## config.mk

```make
export PLATFORM = sky130hd
export DESIGN_NAME = lc4_limb_alu
export DESIGN_NICKNAME = d
export VERILOG_FILES = /design/src/rtl/lc4_limb_pkg.sv /design/src/rtl/lc4_limb_adder.sv /design/src/rtl/lc4_limb_alu.sv
export SDC_FILE = /design/constraint.sdc
export NUM_CORES = 1
export LEC_CHECK = 0
export CORE_MARGIN = 4
export CORE_UTILIZATION = 42
export CTS_BUF_LIST = sky130_fd_sc_hd__clkbuf_16
export DETAILED_ROUTE_END_ITERATION = 12
export GPL_ROUTABILITY_DRIVEN = 1
export HOLD_SLACK_MARGIN = 0.15
export PLACE_DENSITY = 0.68
export SYNTH_ARGS = -nofsm -noshare
export SYNTH_HDL_FRONTEND = slang
export SYNTH_SLANG_ARGS = --single-unit
export TNS_END_PERCENT = 30
```

## constraint.sdc

```tcl
create_clock -name clk -period 20.9 [get_ports clk]
set_input_delay 4.18 -clock clk [delete_from_list [all_inputs] [get_ports clk]]
set_output_delay 4.18 -clock clk [all_outputs]
set_load 0.05 [all_outputs]
```

## src/rtl/lc4_limb_pkg.sv

```systemverilog
// Shared definitions for the limb-serial LC4 ALU: op encodings, FSM states,
// and the limb counter width helper.
package lc4_limb_pkg;

    localparam logic [2:0] OP_ADD  = 3'b000;
    localparam logic [2:0] OP_SUB  = 3'b001;
    localparam logic [2:0] OP_ADDC = 3'b010;
    localparam logic [2:0] OP_TCS  = 3'b011;
    localparam logic [2:0] OP_TCDH = 3'b100;
    localparam logic [2:0] OP_AND  = 3'b101;
    localparam logic [2:0] OP_XOR  = 3'b110;
    localparam logic [2:0] OP_PASS = 3'b111;

    typedef enum logic [1:0] {
        ST_IDLE = 2'd0,
        ST_RUN  = 2'd1,
        ST_DONE = 2'd2
    } state_e;

    // A one-limb configuration still needs a 1-bit counter to be declarable.
    function automatic int cnt_width(input int nlimb);
        return (nlimb > 1) ? $clog2(nlimb) : 1;
    endfunction

    localparam int DEF_CNT_W = cnt_width(256 / 64);

endpackage

```

## src/rtl/lc4_limb_adder.sv

```systemverilog
// One-limb ripple adder; the carry between limbs is registered in the top.
module lc4_limb_adder #(
    parameter int LIMB = 64
) (
    input  logic [LIMB-1:0] a,
    input  logic [LIMB-1:0] b,
    input  logic            cin,
    output logic [LIMB-1:0] sum,
    output logic            cout
);

    assign {cout, sum} = {1'b0, a} + {1'b0, b} + {{LIMB{1'b0}}, cin};

endmodule

```

## src/rtl/lc4_limb_alu.sv

```systemverilog
// Limb-serial LC4 ALU: processes a WORD_SIZE-bit operation LIMB bits per cycle,
// LSB limb first, with valid/ready handshakes on request and result.
module lc4_limb_alu
    import lc4_limb_pkg::*;
#(
    parameter int WORD_SIZE = 256,
    parameter int LIMB      = 64
) (
    input  logic                 clk,
    input  logic                 rst,
    input  logic                 i_valid,
    output logic                 o_ready,
    input  logic [2:0]           i_op,
    input  logic [WORD_SIZE-1:0] i_r1data,
    input  logic [WORD_SIZE-1:0] i_r2data,
    input  logic                 i_carry,
    output logic                 o_valid,
    input  logic                 i_ready,
    output logic [WORD_SIZE-1:0] o_result,
    output logic                 o_carry
);

    localparam int NLIMB = WORD_SIZE / LIMB;
    localparam int CNT_W = cnt_width(NLIMB);

    state_e               state_q, state_d;
    logic [CNT_W-1:0]     cnt_q, cnt_d;
    logic [2:0]           op_q, op_d;
    logic                 carry_q, carry_d;
    logic [WORD_SIZE-1:0] r1_q, r1_d, r2_q, r2_d;
    logic [WORD_SIZE-1:0] result_q, result_d;
    logic                 o_carry_q, o_carry_d;
    logic                 o_valid_q, o_valid_d;

    logic [LIMB-1:0] r1_limb, r2_limb, add_a, add_b, add_sum, bw_res, limb_res;
    logic            add_cout, is_bitwise, accept, last_limb;

    lc4_limb_adder #(.LIMB(LIMB)) u_adder (
        .a    (add_a),
        .b    (add_b),
        .cin  (carry_q),
        .sum  (add_sum),
        .cout (add_cout)
    );

    assign accept     = (state_q == ST_IDLE) && i_valid;
    assign last_limb  = (cnt_q == CNT_W'(NLIMB - 1));
    assign is_bitwise = (op_q == OP_AND) || (op_q == OP_XOR) || (op_q == OP_PASS);

    always_comb begin
        r1_limb = '0;
        r2_limb = '0;
        for (int k = 0; k < NLIMB; k++) begin
            if (cnt_q == CNT_W'(k)) begin
                r1_limb = r1_q[k*LIMB +: LIMB];
                r2_limb = r2_q[k*LIMB +: LIMB];
            end
        end

        add_a  = r1_limb;
        add_b  = r2_limb;
        bw_res = r1_limb;
        case (op_q)
            OP_SUB:          add_b = ~r2_limb;
            OP_ADDC:         add_b = '0;
            OP_TCS, OP_TCDH: begin
                add_a = ~r1_limb;
                add_b = '0;
            end
            OP_AND:          bw_res = r1_limb & r2_limb;
            OP_XOR:          bw_res = r1_limb ^ r2_limb;
            default:         ;
        endcase
        limb_res = is_bitwise ? bw_res : add_sum;
    end

    always_comb begin
        state_d   = state_q;
        cnt_d     = cnt_q;
        op_d      = op_q;
        carry_d   = carry_q;
        r1_d      = r1_q;
        r2_d      = r2_q;
        result_d  = result_q;
        o_carry_d = o_carry_q;
        o_valid_d = o_valid_q;

        case (state_q)
            ST_IDLE: begin
                if (accept) begin
                    op_d    = i_op;
                    r1_d    = i_r1data;
                    r2_d    = i_r2data;
                    cnt_d   = '0;
                    state_d = ST_RUN;
                    case (i_op)
                        OP_SUB, OP_TCS:   carry_d = 1'b1;
                        OP_ADDC, OP_TCDH: carry_d = i_carry;
                        default:          carry_d = 1'b0;
                    endcase
                end
            end
            ST_RUN: begin
                for (int k = 0; k < NLIMB; k++) begin
                    if (cnt_q == CNT_W'(k)) result_d[k*LIMB +: LIMB] = limb_res;
                end
                carry_d = is_bitwise ? 1'b0 : add_cout;
                if (last_limb) begin
                    cnt_d     = '0;
                    o_carry_d = is_bitwise ? 1'b0 : add_cout;
                    o_valid_d = 1'b1;
                    state_d   = ST_DONE;
                end else begin
                    cnt_d = cnt_q + 1'b1;
                end
            end
            ST_DONE: begin
                if (i_ready) begin
                    o_valid_d = 1'b0;
                    state_d   = ST_IDLE;
                end
            end
            default: state_d = ST_IDLE;
        endcase
    end

    always_ff @(posedge clk or posedge rst) begin
        if (rst) begin
            state_q   <= ST_IDLE;
            cnt_q     <= '0;
            op_q      <= OP_ADD;
            carry_q   <= 1'b0;
            result_q  <= '0;
            o_carry_q <= 1'b0;
            o_valid_q <= 1'b0;
        end else begin
            state_q   <= state_d;
            cnt_q     <= cnt_d;
            op_q      <= op_d;
            carry_q   <= carry_d;
            result_q  <= result_d;
            o_carry_q <= o_carry_d;
            o_valid_q <= o_valid_d;
        end
    end

    // Captured operands are pure data and only change on the accept edge.
    always_ff @(posedge clk) begin
        r1_q <= r1_d;
        r2_q <= r2_d;
    end

    assign o_ready  = (state_q == ST_IDLE);
    assign o_valid  = o_valid_q;
    assign o_result = result_q;
    assign o_carry  = o_carry_q;

endmodule

```

=== Word level (Yosys, flattened, before mapping) ===
Index checks and enable logic that the tools add are counted.

* Input bits: 520
* Flip-flop bits (word level): 778

* Equality and inequality tests: 19
* Reduce and logical (&&, ||, !) cells: 19
* Muxes and demuxes: 26
* Bitwise logic cells: 4
* Add/sub/neg operators: 3

{| class="wikitable"
|+ Operator list
! kind !! number
|-
| 64-bit two-way mux || 10
|-
| 64-bit one-hot mux with 2 select lines || 2
|-
| 64-bit inverter || 2
|-
| 64-bit by 64-bit adder with 65-bit output || 1
|-
| 65-bit by 1-bit adder with 65-bit output || 1
|-
| 64-bit AND || 1
|-
| 64-bit bitwise XOR || 1
|-
| 3-bit equality test, second input constant || 5
|-
| 3-bit by 2-bit equality test with 1-bit output, second input constant || 4
|-
| 2-bit AND reduction || 6
|-
| 2-bit two-way mux || 5
|-
| 2-bit equality test, second input constant || 3
|-
| 3-bit by 1-bit equality test with 1-bit output, second input constant || 2
|-
| 1-bit one-hot mux with 2 select lines || 3
|-
| 2-bit one-hot mux with 3 select lines || 1
|-
| 3-bit AND reduction || 2
|-
| 2-bit OR reduction || 3
|-
| 2-bit by 1-bit equality test with 1-bit output, second input constant || 2
|-
| 2-bit zero test || 2
|-
| 1-bit two-way mux || 4
|-
| 2-bit inequality test, second input constant || 2
|-
| 2-bit one-hot mux with 2 select lines || 1
|-
| 2-bit nonzero test || 2
|-
| 3-bit OR reduction || 1
|-
| other kinds (4) || 5
|}

=== Logic depth before layout (Yosys ltp) ===
Gate-level depths: netlist (run 1).

* Depth after elaboration: 11
* Depth in mapped cells: 26

=== Modules after synthesis ===
From an unflattened synthesis (run 1), not the netlist that was laid out.

* Cell total of the unflattened synthesis: 3275
* Area total of the unflattened synthesis: 41564.9 um2

{| class="wikitable"
|+ Modules (own cells, without submodules)
! module !! cells an instance !! area an instance (um2) !! times used !! seq. area each (um2)
|-
| lc4_limb_alu || 2738 || 37808.8 || 1 || 22031.1
|-
| lc4_limb_adder || 537 || 3756.1 || 1 || 0.0
|}

=== Worst setup path after synthesis (run 1) ===
Ideal clock, no wire load.

* Path type: input-to-reg
* From: input i_valid
* To: register op_q[1]
* Library setup time: 143 ps
* Stages: 3
* Path buffers: 1
* Arrival time: 20122 ps
* Slack: 635 ps
* Cell sequence: and2_1 > clkbuf_1 > mux2_2

* Cells in the longest elaborated chain, start to end: 2

{| class="wikitable"
|+ RTL lines
! element !! line !! RTL
|-
| start, declared || lc4_limb_alu.sv:11 || <nowiki>input logic i_valid,</nowiki>
|-
| 1-bit logical AND || lc4_limb_alu.sv:46 || <nowiki>assign accept = (state_q == ST_IDLE) && i_valid;</nowiki>
|-
| 2-bit AND reduction (no line) || n/a ||
|-
| end signal, assigned || lc4_limb_alu.sv:139 || <nowiki>op_q <= op_d;</nowiki>
|-
| end, declared || lc4_limb_alu.sv:28 || <nowiki>logic [2:0] op_q, op_d;</nowiki>
|}

No other way between the ends.
A chain may end at the register's enable or synchronous reset.

=== Worst setup path in the final report (run 1) ===
* From: register cnt_q[0]
* To: register result_q[243], in the netlist o_result[243]

* Cells in the longest elaborated chain, start to end: 10
* Elaborated cells on any way between the ends: 23
* Those cells by class: add/sub (2); eq/ne (3); mux (12); bitwise (4); reduce/logical (2)

{| class="wikitable"
|+ RTL lines
! element !! line !! RTL
|-
| start, declared || lc4_limb_alu.sv:27 || <nowiki>logic [CNT_W-1:0] cnt_q, cnt_d;</nowiki>
|-
| start signal, assigned || lc4_limb_alu.sv:138 || <nowiki>cnt_q <= cnt_d;</nowiki>
|-
| 2-bit zero test || lc4_limb_alu.sv:54 || <nowiki>if (cnt_q == CNT_W'(k)) begin</nowiki>
|-
| 64-bit two-way mux (4 in series) || lc4_limb_alu.sv:54 ||
|-
| 64-bit inverter (on tied branches) || lc4_limb_alu.sv:64, lc4_limb_alu.sv:67 ||
|-
| 64-bit one-hot mux with 2 select lines or 64-bit two-way mux (tied branches) || lc4_limb_alu.sv:63 || <nowiki>case (op_q)</nowiki>
|-
| 64-bit by 64-bit adder with 65-bit output || lc4_limb_adder.sv:12 || <nowiki>assign {cout, sum} = {1'b0, a} + {1'b0, b} + {{LIMB{1'b0}}, cin};</nowiki>
|-
| 65-bit by 1-bit adder with 65-bit output || lc4_limb_adder.sv:12 ||
|-
| 64-bit two-way mux || lc4_limb_alu.sv:74 || <nowiki>limb_res = is_bitwise ? bw_res : add_sum;</nowiki>
|-
| end signal, assigned || lc4_limb_alu.sv:141 || <nowiki>result_q <= result_d;</nowiki>
|-
| end, declared || lc4_limb_alu.sv:31 || <nowiki>logic [WORD_SIZE-1:0] result_q, result_d;</nowiki>
|}

Parallel ways exist; a longest one is shown, timed or not.

==> reports/qor.csv, run 1 <==
metric,value,unit
DR vias/cell,5.37,
DPL Wire Length,97.0,mm
GR Overflow Total,0,
min Tclk post-route,7.94,ns
Post-Synthesis Cells,3488,
Placed Area,45800,um2
CTS Sinks,778,
Worst-Skew Late Latency,0.66,ns
r2r worst-path depth,19,
# port buffers,778,
unrepaired setup endpoints after global routing,no,
Yosys cell types,64,
worst reg2reg endpoint,o_result[243],
Most used DFF post-synth,edfxtp_1,
syn_nets,4141,
R2R Setup Slk,12.96,ns
Total GRT Usage,26.7,%
Final Hold Vio Count,0,
vias in the first global route,28500,
Bufs on Longest Clock Path,3,
post-synthesis register bit count,778,
outcome,"complete, no violations",
HP Class,flop to flop,
period utilization,38.0,%
syn_area_per_cell,10.6,um2
Post-synth EDFFs,512,
Synth Cell Area,36900,um2
DRT Pass-1 Iters,5,
share of cells above drive strength 1,5.61,%
CORE AREA,87000,um2
cell taking the most area after synthesis,edfxtp_1,
drt total wl,129,mm
CTS Hold Buffers Added,0,
min-delay src,o_result[15],
WHS Path Cells,2,
Rows,108,
CTS-repair resized insts,0,
"antenna viol nets, final",0,
Synth area leaders,"edfxtp_1 (42%), dfrtp_1 (18%), a21oi_1 (5.9%), nand2_1 (5.5%), o21ai_0 (4.9%)",
Crit Path Category,flop to flop,
CTS tree,yes,
async set or reset register ratio after synthesis,34.2,%
FF-to-FF Start,cnt_q[0],
Yosys top cell area share,41.7,%
initial core utilization,42.4,%
DP Worst Slack,12.92,ns
MaxCap Viol Count,0,
Via Count,29100,
hold path endpoint,o_result[15],
die width,304,um
CTS Buf Count,84,
Clock Skews,0.0386,ns
WL per Instance,23.7,um
fin area,48700,um2
slack of the critical path,12.96,ns
Worst Tran Pin Value,1.27,ns
final core utilization,56.0,%
"Warnings, synthesis",0,
post-route setup TNS,0,ns
final setup fails,0,
"Req. time, crit path",21.40,ns
die span in y,304,um
clock slew at the register clock pins of the worst setup and hold paths,0.06,ns
CP arrival,8.43,ns
initial antenna violation count,25,
largest net degree at the start of global routing,198,
Fmax achieved,126,MHz
initial detailed-routing violation count,2353,
Critical Path Fanout Max,91,
register area share after synthesis,59.7,%
max-slew violation count,0,
Synth top cells by count,"nand2_1 (536), edfxtp_1 (512), a21oi_1 (437)",
Die ar.,92700,um2
Worst setup SP type,flop,
Final GP Congestion,0.900,
Layout Nets,4831,
clock root buffer,clkbuf_16,
relative slew slack,14.6,%
CP Capture Type,flop,
global-route wire length before repair,186,mm
Top Ports,779,
most frequent cell after synthesis,nand2_1,
area grow syn2layout,32.0,%
drt drc,0,
CTS H-Tree Depth,3,
number of setup buffers added after CTS,0,
[worst max-delay path: stages, from the launching register on]
cell	delay [ns]
dfrtp_1	0.47
inv_1	0.20
ha_4	0.28
buf_4	0.67
buf_4	0.72
buf_4	0.83
a21oi_1	0.13
o21ai_0	0.36
mux2_2	0.40
fa_1	0.42
nor2b_1	0.15
o2111ai_1	0.23
a2111oi_2	0.45
o21ai_0	0.22
nand2_1	0.15
a21oi_1	0.12
o31ai_1	0.55
nand3_1	0.19
o41ai_1	0.94
a21oi_1	0.17
[state kept, by name, indices dropped and copies added (netlist names)]
register	count
op_q	3
cnt_q	2
carry_q	1
r1_q	256
o_valid	1
o_carry	1
o_result	256
state_q	2
r2_q	256
[worst max-delay path by stage]
stage / from / endpoint / slack (ns) / cells past startpoint
after CTS: cnt_q[0] / o_result[179] / 12.89 / 19
after global placement: cnt_q[0] / o_result[243] / 12.98 / 19
after global routing: cnt_q[0] / o_result[243] / 12.43 / 19
after detailed placement: cnt_q[0] / o_result[179] / 12.92 / 19
after floorplan: i_valid / op_q[1] / 0.64 / 3
final: cnt_q[0] / o_result[243] / 12.96 / 19
[placed cells by master (no fill, tap or decap), types with 63 or more instances in the layout]
cell             count
inv_1               69
o21ai_0            360
a21oi_1            437
mux2i_1            103
nand2_1            532
clkdlybuf4s50_1    778
edfxtp_1           512
xnor2_1             63
clkbuf_16           86
nor2_1             399
dfrtp_1            264
ha_1               127
[metrics by stage]
| stage | instances | hold slack (ns) |
|---|---|---|
| final | 5422 | 0.477 |
| after global routing | 5422 | 0.499 |
| after CTS | 5400 | 0.482 |
| after detailed placement | 5247 | 0.469 |
| after global placement | 5247 | 0.460 |
| after floorplan | 3488 | 0.485 |
[per-layer routing]
layer / vias to the layer above / global-route usage, % / share of wire (%) / wire, um
met5: - / 0 / 0.010 / 13
met4: 2 / 10.3 / 3.5 / 4480
met3: 184 / 5.39 / 7.0 / 8950
met2: 1110 / 44.6 / 48 / 62100
met1: 14000 / 34.4 / 41 / 53100
li1: 13800 / - / - / -
[cell type report]
cell class                 instances  area [um2]
timing repair buffer             834        8230
sequential                       778       22000
inverter                          58         225
multi-input combinational       2422       13900
clock buffer                      86        2150
fill                            7517       38300
tap                             1155        1450
antenna                           22        55.1
clock inverter                    67         672
[logic make-up (layout without fill, tap and decap cells)]
logic type,Yosys count,after routing,synth area share [%]
flops,778,778,59.7
compound gates,1015,1015,15.4
mux,127,127,3.53
fa+ha+maj,133,133,4.55
other cells,0,22,0
xor+xnor,120,120,2.85
buf+inv,288,1045,2.94
simple gates,1027,1027,11.0
Power of run 1 is left out: the tool's default activity adds up to more than one toggle a clock period on the data nets, which glitch-free logic cannot reach.
==> inputs of run 2 (changes only) <==
Settings changed: PLACE_DENSITY 0.68 to 0.7.
Clock period 20.9 ns to 7.3 ns, I/O delays scaled along.
==> run 2 against run 1 <==
Wire length increased by 1.9%. Via count fell by 0.18%. Final cell count up 0.11%. Flip-flop and latch count unchanged. Hold slack got worse by 0.0010 ns. Worst setup slack lost 12 ns. Die area did not move. Final area is 0.20% higher. Critical path type unchanged. Maximum frequency is 27% higher.
==> reports/qor.csv, run 2 (synthesized netlist as in run 1, its figures left out) <==
metric,value,unit,change
CTS tree,yes,,unchanged
Critical Path Fanout Max,41,,was 91
CP arrival,6.73,ns,was 8.43 ns
DPL Wire Length,99.4,mm,was 97.0 mm
WL per Instance,24.1,um,was 23.7 um
MaxCap Viol Count,0,,unchanged
final setup fails,0,,unchanged
post-route setup TNS,0,ns,unchanged
CTS Buf Count,83,,was 84
die span in y,304,um,unchanged
unrepaired setup endpoints after global routing,no,,unchanged
CTS-repair resized insts,0,,unchanged
drt total wl,131,mm,was 129 mm
CP Capture Type,flop,,unchanged
clock slew at the register clock pins of the worst setup and hold paths,0.06,ns,about the same
number of setup buffers added after CTS,0,,unchanged
Via Count,29100,,about the same
Rows,108,,unchanged
initial core utilization,42.4,%,unchanged
Worst setup SP type,flop,,unchanged
largest net degree at the start of global routing,184,,was 198
# port buffers,778,,unchanged
most frequent cells in the layout,"clkdlybuf4s50_1 (778), nand2_1 (532), edfxtp_1 (512)",,unchanged
Worst-Skew Late Latency,0.65,ns,was 0.66 ns
Total GRT Usage,27.3,%,was 26.7%
"commonest non-fill, non-tap cell in the layout",clkdlybuf4s50_1,,unchanged
DR vias/cell,5.36,,was 5.37
Final GP Congestion,0.941,,was 0.900
Bufs on Longest Clock Path,3,,unchanged
min Tclk post-route,6.27,ns,was 7.94 ns
Final Non-Filler Cells,5428,,was 5422
DP Worst Slack,1.07,ns,was 12.92 ns
vias in the first global route,28600,,was 28.5k
share of cells above drive strength 1,5.67,%,was 5.61%
drt drc,0,,unchanged
clock root buffer,clkbuf_16,,unchanged
HP Class,flop to flop,,unchanged
area grow syn2layout,32.3,%,was 32.0%
CTS Hold Buffers Added,0,,unchanged
global-route wire length before repair,190,mm,was 186 mm
Worst Tran Pin Value,1.19,ns,was 1.27 ns
DRT Pass-1 Iters,5,,unchanged
initial detailed-routing violation count,2540,,was 2353
period utilization,85.9,%,was 38.0%
outcome,"complete, no violations",,unchanged
Final Hold Vio Count,0,,unchanged
Fill cells,7515,,was 7517
CORE AREA,87000,um2,unchanged
GR Overflow Total,0,,unchanged
CTS Sinks,778,,unchanged
R2R Setup Slk,1.03,ns,was 12.96 ns
Top Ports,779,,unchanged
Clock Skews,0.0422,ns,was 0.0386 ns
relative slew slack,19.7,%,was 14.6%
"Req. time, crit path",7.76,ns,was 21.40 ns
die width,304,um,unchanged
slack of the critical path,1.03,ns,was 12.96 ns
initial antenna violation count,30,,was 25
Die ar.,92700,um2,unchanged
Crit Path Category,flop to flop,,unchanged
"antenna viol nets, final",0,,unchanged
Multi-input gate area,13900,um2,about the same
Fmax achieved,159,MHz,was 126 MHz
Cells after DPL,5255,,was 5247
storage element area,22000,um2,unchanged
max-slew violation count,0,,unchanged
CTS H-Tree Depth,3,,unchanged
Layout Nets,4838,,was 4831
run 2: cell count changes in the layout (fill, tap and decap cells not counted), sizes merged, moves of 2 or more:
cell	previous run	this run
buf	56	64
clkinv	35	26
inv	76	84
clkbuf	86	84
run 2: final cells by class:
type	instances	area share [%]
diodes	23	0.118
clock buffers	84	4.31
clock inverters	66	1.36
inverters	58	0.461
multi-input cells	2422	28.5
flip-flops and latches	778	45.1
well taps	1155	2.96
repair buffers	842	17.2
run 2: stage by stage:
step           utilization [%]  cell area, um2  hold WS, ns
2_1_floorplan                -           36900        0.485
6_report                  56.1           48800        0.476
3_3_place_gp              52.8           46000        0.461
3_5_place_dp              52.8           46000        0.465
4_1_cts                   56.0           48800        0.478
5_1_grt                   56.1           48800        0.492
run 2: worst paths after layout:
path	start	endpoint	cells past startpoint
max in group asynchronous	rst	o_result[89]	3
min	o_result[221]	o_result[221]	2
max	cnt_q[0]	o_result[125]	22
max reg2reg	cnt_q[0]	o_result[125]	22
min reg2reg	o_result[221]	o_result[221]	2
min in group asynchronous	rst	o_result[181]	2
run 2: layer usage:
| metal | part of all wire (%) | GRT usage, % | wire, um | vias to the layer above |
|---|---|---|---|---|
| met4 | 3.4 | 9.67 | 4390 | 6 |
| met3 | 6.0 | 4.75 | 7820 | 185 |
| li1 | - | - | - | 13800 |
| met2 | 49 | 46.9 | 64700 | 1018 |
| met5 | 0.027 | 0 | 35 | - |
| met1 | 41 | 34.9 | 54100 | 14000 |
run 2: worst max-delay path, cell delays in order (launching register included):
cell and delay, ns:
dfrtp_1 0.47, inv_1 0.20, ha_4 0.55, buf_4 0.37, nand2_1 0.09, nor2_1 0.09, a21oi_1 0.05, nor2_1 0.11
a21oi_1 0.05, o21ai_0 0.62, xor2_1 0.15, ha_1 0.38, and2_1 0.23, nand3_1 0.16, a2111o_1 0.42, a21oi_1 0.22
o21ai_0 0.21, a211oi_1 0.48, nor3_1 0.15, o31ai_1 0.39, xor2_1 0.11, o22ai_1 0.42, o21ai_0 0.16
Power of run 2 is left out for the same reason.
